File: config.mk
export PLATFORM = sky130hd
export DESIGN_NAME = stoch_matrix_decode
export DESIGN_NICKNAME = d
export VERILOG_FILES = /design/src/rtl/stoch_decode_pkg.sv /design/src/rtl/stoch_bit_counter.sv /design/src/rtl/stoch_matrix_decode.sv
export SDC_FILE = /design/constraint.sdc
export NUM_CORES = 1
export LEC_CHECK = 0
export CAP_MARGIN = 20
export CORE_MARGIN = 4
export CORE_UTILIZATION = 50
export DETAILED_ROUTE_END_ITERATION = 10
export GPL_TIMING_DRIVEN = 0
export PLACE_DENSITY = 0.73
export SLEW_MARGIN = 0
export SYNTH_ARGS = -nofsm -noshare
export SYNTH_HDL_FRONTEND = slang
export SYNTH_SLANG_ARGS = --single-unit
File: constraint.sdc
create_clock -name CLK -period 2.45 [get_ports CLK]
set_clock_uncertainty 0.2 [all_clocks]
set_input_delay 0.49 -clock CLK [delete_from_list [all_inputs] [get_ports CLK]]
set_output_delay 0.49 -clock CLK [all_outputs]
set_load 0.02 [all_outputs]
File: src/rtl/stoch_decode_pkg.sv
// Shared types and helpers for stochastic bitstream decoders: FSM state,
// per-element count width and bipolar conversion.
package stoch_decode_pkg;

  typedef enum logic [0:0] {IDLE = 1'b0, ACCUM = 1'b1} state_t;

  // A window of 2^window_log2 bits can hold exactly 2^window_log2 ones, hence the extra bit.
  function automatic int count_width(input int window_log2);
    return window_log2 + 1;
  endfunction

  // 2*count - 2^window_log2 in a 32-bit two's-complement container; callers keep the low bits.
  function automatic logic [31:0] bipolar_value(input logic [31:0] count, input int window_log2);
    return (count << 1) - (32'd1 << window_log2);
  endfunction

endpackage

File: src/rtl/stoch_bit_counter.sv
// Ones counter for a single stochastic bitstream element.
module stoch_bit_counter #(
  parameter int CNT_W = 9
) (
  input  logic             clk,
  input  logic             rst,
  input  logic             clear,
  input  logic             en,
  input  logic             bit_in,
  output logic [CNT_W-1:0] count
);

  // Clear wins over enable so a window boundary restarts from zero.
  always_ff @(posedge clk) begin
    if (rst) begin
      count <= {CNT_W{1'b0}};
    end else if (clear) begin
      count <= {CNT_W{1'b0}};
    end else if (en) begin
      count <= count + {{(CNT_W-1){1'b0}}, bit_in};
    end else begin
      count <= count;
    end
  end

endmodule

File: src/rtl/stoch_matrix_decode.sv
// Window-based decoder turning row-major stochastic bitstreams into element counts.
// Define STOCH_DECODE_BIPOLAR_EN for signed bipolar output (2*count - 2^WINDOW_LOG2).
module stoch_matrix_decode
  import stoch_decode_pkg::*;
#(
  parameter int NUM_ROWS    = 2,
  parameter int NUM_COLS    = 2,
  parameter int WINDOW_LOG2 = 8,
  localparam int CNT_W      = count_width(WINDOW_LOG2),
`ifdef STOCH_DECODE_BIPOLAR_EN
  localparam int EL_W       = CNT_W + 1,
`else
  localparam int EL_W       = CNT_W,
`endif
  localparam int NUM_EL     = NUM_ROWS * NUM_COLS
) (
  input  logic                     CLK,
  input  logic                     RST,
  input  logic                     start,
  input  logic                     stop,
  input  logic                     in_valid,
  input  logic [NUM_EL-1:0]        Y,
  output logic                     out_valid,
  input  logic                     out_ready,
  output logic [NUM_EL*EL_W-1:0]   out_data,
  output logic                     busy,
  output logic                     overrun
);

  state_t                 state;
  logic [WINDOW_LOG2-1:0] win_cnt;
  logic [NUM_EL*EL_W-1:0] final_data;
  logic                   accum_step;
  logic                   win_end;
  logic                   clear;

  // Counter control: stop outranks both accumulation and window completion.
  always_comb begin
    accum_step = 1'b0;
    win_end    = 1'b0;
    clear      = 1'b0;
    if (state == ACCUM) begin
      accum_step = in_valid & ~stop;
      win_end    = accum_step & (win_cnt == {WINDOW_LOG2{1'b1}});
      clear      = stop | win_end;
    end else begin
      clear      = start;
    end
  end

  for (genvar k = 0; k < NUM_EL; k++) begin : g_el
    logic [CNT_W-1:0] count;
    logic [CNT_W-1:0] final_cnt;

    stoch_bit_counter #(.CNT_W(CNT_W)) u_cnt (
      .clk    (CLK),
      .rst    (RST),
      .clear  (clear),
      .en     (accum_step),
      .bit_in (Y[k]),
      .count  (count)
    );

    // The closing bit is still in flight, so fold it in when capturing the result.
    assign final_cnt = count + {{(CNT_W-1){1'b0}}, Y[k]};
`ifdef STOCH_DECODE_BIPOLAR_EN
    logic [31:0] bip;
    assign bip = bipolar_value(32'(final_cnt), WINDOW_LOG2);
    assign final_data[k*EL_W +: EL_W] = bip[EL_W-1:0];
`else
    assign final_data[k*EL_W +: EL_W] = final_cnt;
`endif
  end

  // Control FSM, window counter, result register and output handshake.
  always_ff @(posedge CLK) begin
    if (RST) begin
      state     <= IDLE;
      win_cnt   <= {WINDOW_LOG2{1'b0}};
      out_data  <= {(NUM_EL*EL_W){1'b0}};
      out_valid <= 1'b0;
      busy      <= 1'b0;
      overrun   <= 1'b0;
    end else begin
      if (out_valid && out_ready) begin
        out_valid <= 1'b0;
      end
      case (state)
        IDLE: begin
          if (start) begin
            state   <= ACCUM;
            busy    <= 1'b1;
            win_cnt <= {WINDOW_LOG2{1'b0}};
          end
        end
        ACCUM: begin
          if (stop) begin
            state   <= IDLE;
            busy    <= 1'b0;
            win_cnt <= {WINDOW_LOG2{1'b0}};
          end else if (in_valid) begin
            if (win_end) begin
              out_data  <= final_data;
              out_valid <= 1'b1;
              win_cnt   <= {WINDOW_LOG2{1'b0}};
              // A result accepted in this very cycle is not lost.
              if (out_valid && !out_ready) begin
                overrun <= 1'b1;
              end
            end else begin
              win_cnt <= win_cnt + {{(WINDOW_LOG2-1){1'b0}}, 1'b1};
            end
          end
        end
        default: begin
          state <= IDLE;
          busy  <= 1'b0;
        end
      endcase
    end
  end

endmodule

After elaboration in Yosys (flattened, before gate mapping)
Index checks and enable logic that the tools add are counted.

storage, ports and cells
  flip-flop bits (word level) = 84
  logic and storage cells = 51

cells by class
  $add $sub $neg = 5
  equal/unequal tests = 4
  mux-type cells = 19
  bitwise logic cells = 5
  reduce and logical (&&, ||, !) cells = 8

operator list
  kind                                                            count
  9-bit by 1-bit adder with 9-bit output                          4
  8-bit two-way mux                                               4
  8-bit one-hot mux with 2 select lines                           1
  1-bit two-way mux                                               12
  8-bit by 1-bit adder with 8-bit output (second input constant)  1
  8-bit equality test (second input constant)                     1
  5-bit AND reduction                                             1
  2-bit != test (second input constant)                           2
  1-bit one-hot mux with 2 select lines                           2
  2-bit AND reduction                                             2
  4-bit AND reduction                                             1
  3-bit != test (second input constant)                           1
  1-bit AND                                                       2
  1-bit logical AND                                               2
  1-bit NOT                                                       2
  2-bit OR reduction                                              1
  1-bit logical NOT                                               1
  1-bit bitwise OR                                                1

Depth between registers and ports, before layout
  depth in word-level cells = 8
  depth in mapped cells = 6
  depth with buffers taken out = 6

By module
A second synthesis with hierarchy kept.

second synthesis, totals
  cell total of the unflattened synthesis = 444
  area, all modules = 4095.2 µm²

by module, submodules not included
  module               times used  cells an instance  area an instance (µm²)  seq. area each (µm²)
  stoch_matrix_decode  1           268                2448.6                  960.9
  stoch_bit_counter    4           44                 411.6                   180.2

Worst setup path before layout
Ideal clock, no wire load.

  kind = reg-to-reg
  start = reg win_cnt[0]
  end = reg g_el[0].u_cnt.count[2]
  library setup time = 0.117 ns
  arrival = 1.598 ns
  data required time = 2.133 ns
  path slack = 0.535 ns
  cell stages (with the launch flop) = 7
  path buffers = 1
  path through = dfxtp_1 -> ha_1 -> nand3_2 -> or4_4 -> nand4b_2 -> buf_2 -> nor2_1

between the ends
  longest elaborated chain between the ends = 5

RTL lines
  element                              line                        text
  from (decl)                          stoch_matrix_decode.sv:31   logic [WINDOW_LOG2-1:0] win_cnt;
  from (signal assigned)               stoch_matrix_decode.sv:79   win_cnt <= {WINDOW_LOG2{1'b0}};
  from (signal assigned)               stoch_matrix_decode.sv:93   win_cnt <= {WINDOW_LOG2{1'b0}};
  from (signal assigned)               stoch_matrix_decode.sv:100  win_cnt <= {WINDOW_LOG2{1'b0}};
  8-bit equality test                  stoch_matrix_decode.sv:44   win_end = accum_step & (win_cnt == {WINDOW_LOG2{1'b1}});
  1-bit AND                            stoch_matrix_decode.sv:44
  1-bit bitwise OR                     stoch_matrix_decode.sv:45   clear = stop | win_end;
  1-bit two-way mux                    stoch_matrix_decode.sv:42   if (state == ACCUM) begin
  2-bit OR reduction (no source line)  -
  to (signal assigned)                 stoch_bit_counter.sv:18     count <= {CNT_W{1'b0}};
  to (signal assigned)                 stoch_bit_counter.sv:20     count <= count + {{(CNT_W-1){1'b0}}, bit_in};
  to (signal assigned)                 stoch_bit_counter.sv:22     count <= count;
  to (decl)                            stoch_bit_counter.sv:10     output logic [CNT_W-1:0] count

Every way passes these cells.
A chain may end at the register's enable or synchronous reset.

Worst setup path in the final report
  start = in stop
  end = reg g_el[0].u_cnt.count[8]

between the ends
  longest elaborated chain between the ends = 6
  elaborated cells between the ends (all ways) = 7
  those cells by class = mux: 2; bitwise: 4; reduce/logical: 1

RTL lines
  element                              line                       text
  from (decl)                          stoch_matrix_decode.sv:20  input logic stop,
  1-bit NOT (no source line)           -
  1-bit AND                            stoch_matrix_decode.sv:43  accum_step = in_valid & ~stop;
  1-bit AND                            stoch_matrix_decode.sv:44
  1-bit bitwise OR                     stoch_matrix_decode.sv:45
  1-bit two-way mux                    stoch_matrix_decode.sv:42
  2-bit OR reduction (no source line)  -

Several ways; a longest one is shown, not always the timed one.

==> results.yml <==
layout:
  final_layout_size_suffix_gt1_share_pct: 12.6
  layout-area-overhead-vs-synth_pct: 21.8
  final_net_count: 507
  final_cell_area_um2: 4650
  final_core_util_pct: 63.4
  antenna_cells: 0
power_and_ir_drop:
  ir_drop_uv: 275
  power_per_cell_area_nw_per_um2: 538
  leakagePower_uw: 0.00144
global_routing:
  antenna_found_initial: 0
  grt.overflow.total: 0
  grt_pass1_wl_mm: 14.1
  grt_pass1_vias: 3023
  grt_util_all_layers_pct: 19.8
  maximum_number_of_pins_on_one_net_before_global_route_repair: 16
yosys:
  synth_top_area_share_pct: 44.0
  net_count_after_synthesis: 447
  post-synth-top-area-cell: "dfxtp_1"
  syn_avg_cell_area_um2: 8.92
  synth_cell_types: 34
  yosys-top-cells-area: "dfxtp_1, xnor2_1, nor2_1"
  synth.yosys.seq_area_share_pct: 44.0
  synth-warning-count: 0
  syn_area_um2: 3820
  synthCells: 428
  synth_seq_cells: 84
routing:
  route.met2.wl_mm: 3.98
  drtIter0Drc: 132
  route.met3.wl_um: 336
  wl_cell_um: 14.2
  drt-met1-wl_mm: 3.89
  wl_mm: 8.38
  viasPerCell: 5.26
  drc: 0
  num_vias: 3113
  final_antenna_net_count: 0
  dr.max_layer_used: "met4"
  drt-pass1-iter-count: 4
clock_network:
  clk_latency_ps: 350
  cts_tree: "built"
  tritoncts_num_sinks: 84
  cts.reportedPaths.clkPinSlew_ps: 80
  clock_root_buffer: "clkbuf_8"
  clock_tree.htree_level_count: 3
  cts.path.max_buffers: 2
  holdBufCountCts: 0
  numCtsBuffers: 9
die:
  floorplan.die.width_um: 95.4
  initial_utilization_pct: 52.1
  rows: 31
  i_o_pin_cnt: 49
  dieHeight_um: 95.4
  die_area_um2: 9100
  core_area_um2: 7330
critical_path:
  critical_path.max_fanout: 10
  cells_along_the_critical_path: "clkdlybuf4s50_1 -> nand3b_1 -> or4_4 -> nand4b_2 -> buf_2 -> nor2_1"
  cp_slowest_stage_delay_ps: 540
  setup.worst_path.end_class: "flop"
  worst-endpoint-required_ps: 2480
  critPathArrivalTime_ps: 2310
  timing.critical_path.from_type: "input port"
  cpMaxStageDelayCell: "or4_4"
  kind_of_critical_path: "input port to flop"
timing:
  fmax_mhz: 438
  tightest_slew_ps: 699
  slew_violations: 0
  setup_viol: 0
  rsz_0062_raised_after_global_routing: "no"
  fin_crit_sh_pct: 93.1
  period_minus_slack_ps: 2280
  slew-limit-headroom_pct: 53.4
  finalHoldViolCount: 0
placed_design:
  placement.io_buffers: 47
  gp_congestion: 0.813
  dp_hpwl_mm: 5.84
  dpl-instance-area_um2: 4410
flow_run:
  maxCapViolations: 0
hold_path:
  holdCritPathClass: "flop to flop"
run_status:
  status: "finished, final reports clean"
## kinds of logic (layout without fill, tap and decap cells)
family | Yosys count | count (layout) | synth area share, %
adders and majority gates | 9 | 9 | 2.95
DFF | 84 | 84 | 44.0
AOI/OAI and AO/OA | 57 | 57 | 12.8
xor gates and xnor gates | 61 | 61 | 14.0
and+or+nand+nor | 189 | 189 | 22.1
buffers and inverters | 28 | 93 | 4.10
## power breakdown
group / leakage [uW] / switching [uW] / internal, uW
registers: 0.000677 / 4.87 / 1370
clock network: 0.000107 / 520 / 508
logic: 0.000655 / 67.3 / 31.8
## sequential cells by signal, indices dropped and copies added, names as in the netlist
signal	cells
out_data	36
g_el.u_cnt.count	36
busy	1
win_cnt	8
state	1
out_valid	1
overrun	1
## through the flow
step / std cells / TNS (ps) / hold WS [ps] / setup slack (ps) / total power, uW
global placement: 574 / -12610 / 245 / -262 / 1500
floorplan: 428 / 0 / 240 / 535 / 1460
CTS: 590 / 0 / 267 / 84.4 / 2520
detailed placement: 574 / -14390 / 252 / -263 / 1500
global route: 592 / 0 / 292 / 3.61 / 2590
finish: 592 / 0 / 264 / 168 / 2500
## critical path, delay by kind of cell
family,cells,cell delay (ps)
and+or+nand+nor,4,1050
buffers and inverters,2,770
## path summary, 6_finish.rpt
path | startpoint | end | slack [ps] | cells past startpoint
max reg2reg | win_cnt[0]$_SDFFE_PP0P_ | g_el[0].u_cnt.count[8]$_SDFFE_PP0P_ | 250 | 6
max | stop | g_el[0].u_cnt.count[8]$_SDFFE_PP0P_ | 170 | 6
min | g_el[0].u_cnt.count[0]$_SDFFE_PP0P_ | g_el[0].u_cnt.count[0]$_SDFFE_PP0P_ | 260 | 2
min reg2reg | g_el[0].u_cnt.count[0]$_SDFFE_PP0P_ | g_el[0].u_cnt.count[0]$_SDFFE_PP0P_ | 260 | 2
## metal layers
metal  up-vias  global-route usage (%)
li1       1546                       -
met1      1480                    25.0
met2        68                    32.9
met3        19                    4.10
met4         0                    8.29
met5         -                       0
## synth_stat cells
cell type,count
nand4b_2,1
nand2b_1,3
a31o_2,1
xnor2_1,41
clkbuf_1,13
nand2_1,53
inv_1,1
and4_1,2
o21ba_2,1
a21oi_1,23
dfxtp_1,84
xor2_1,20
ha_1,9
nor2_1,83
and3b_1,1
a31oi_1,1
nor3_1,12
nor4_4,1
nand3b_1,1
buf_2,5
a21boi_0,1
a211oi_1,5
nand3_2,1
buf_6,5
or3b_2,1
nand4_1,4
nand3_1,22
nor4_1,1
buf_4,2
o21ai_1,1
and3_1,2
or4_4,1
buf_1,2
a211oi_2,24
## area by class of cell
cell class | count | area (um^2)
Fill cell | 629 | 2680
Buffer | 27 | 154
Timing Repair Buffer | 49 | 498
Sequential cell | 84 | 1680
Inverter | 1 | 3.75
Multi-Input combinational cell | 316 | 1980
Clock inverter | 6 | 70.1
Tap cell | 99 | 124
Clock buffer | 10 | 138
## cell usage in the layout (no fill, tap or decap), drive strengths merged, types with 4 or more instances in the layout
master / n
a211oi: 29
a21oi: 23
buf: 15
clkbuf: 24
clkdlybuf4s50: 47
dfxtp: 84
ha: 9
nand2: 53
nand3: 23
nand4: 4
nor2: 83
nor3: 12
xnor2: 41
xor2: 20
## what timing repair did
action,CTS,global route
gates resized for setup,0,1
endpoints found under the setup margin,0,35
buffers inserted,0,2
(Power assumes the default switching activity.)
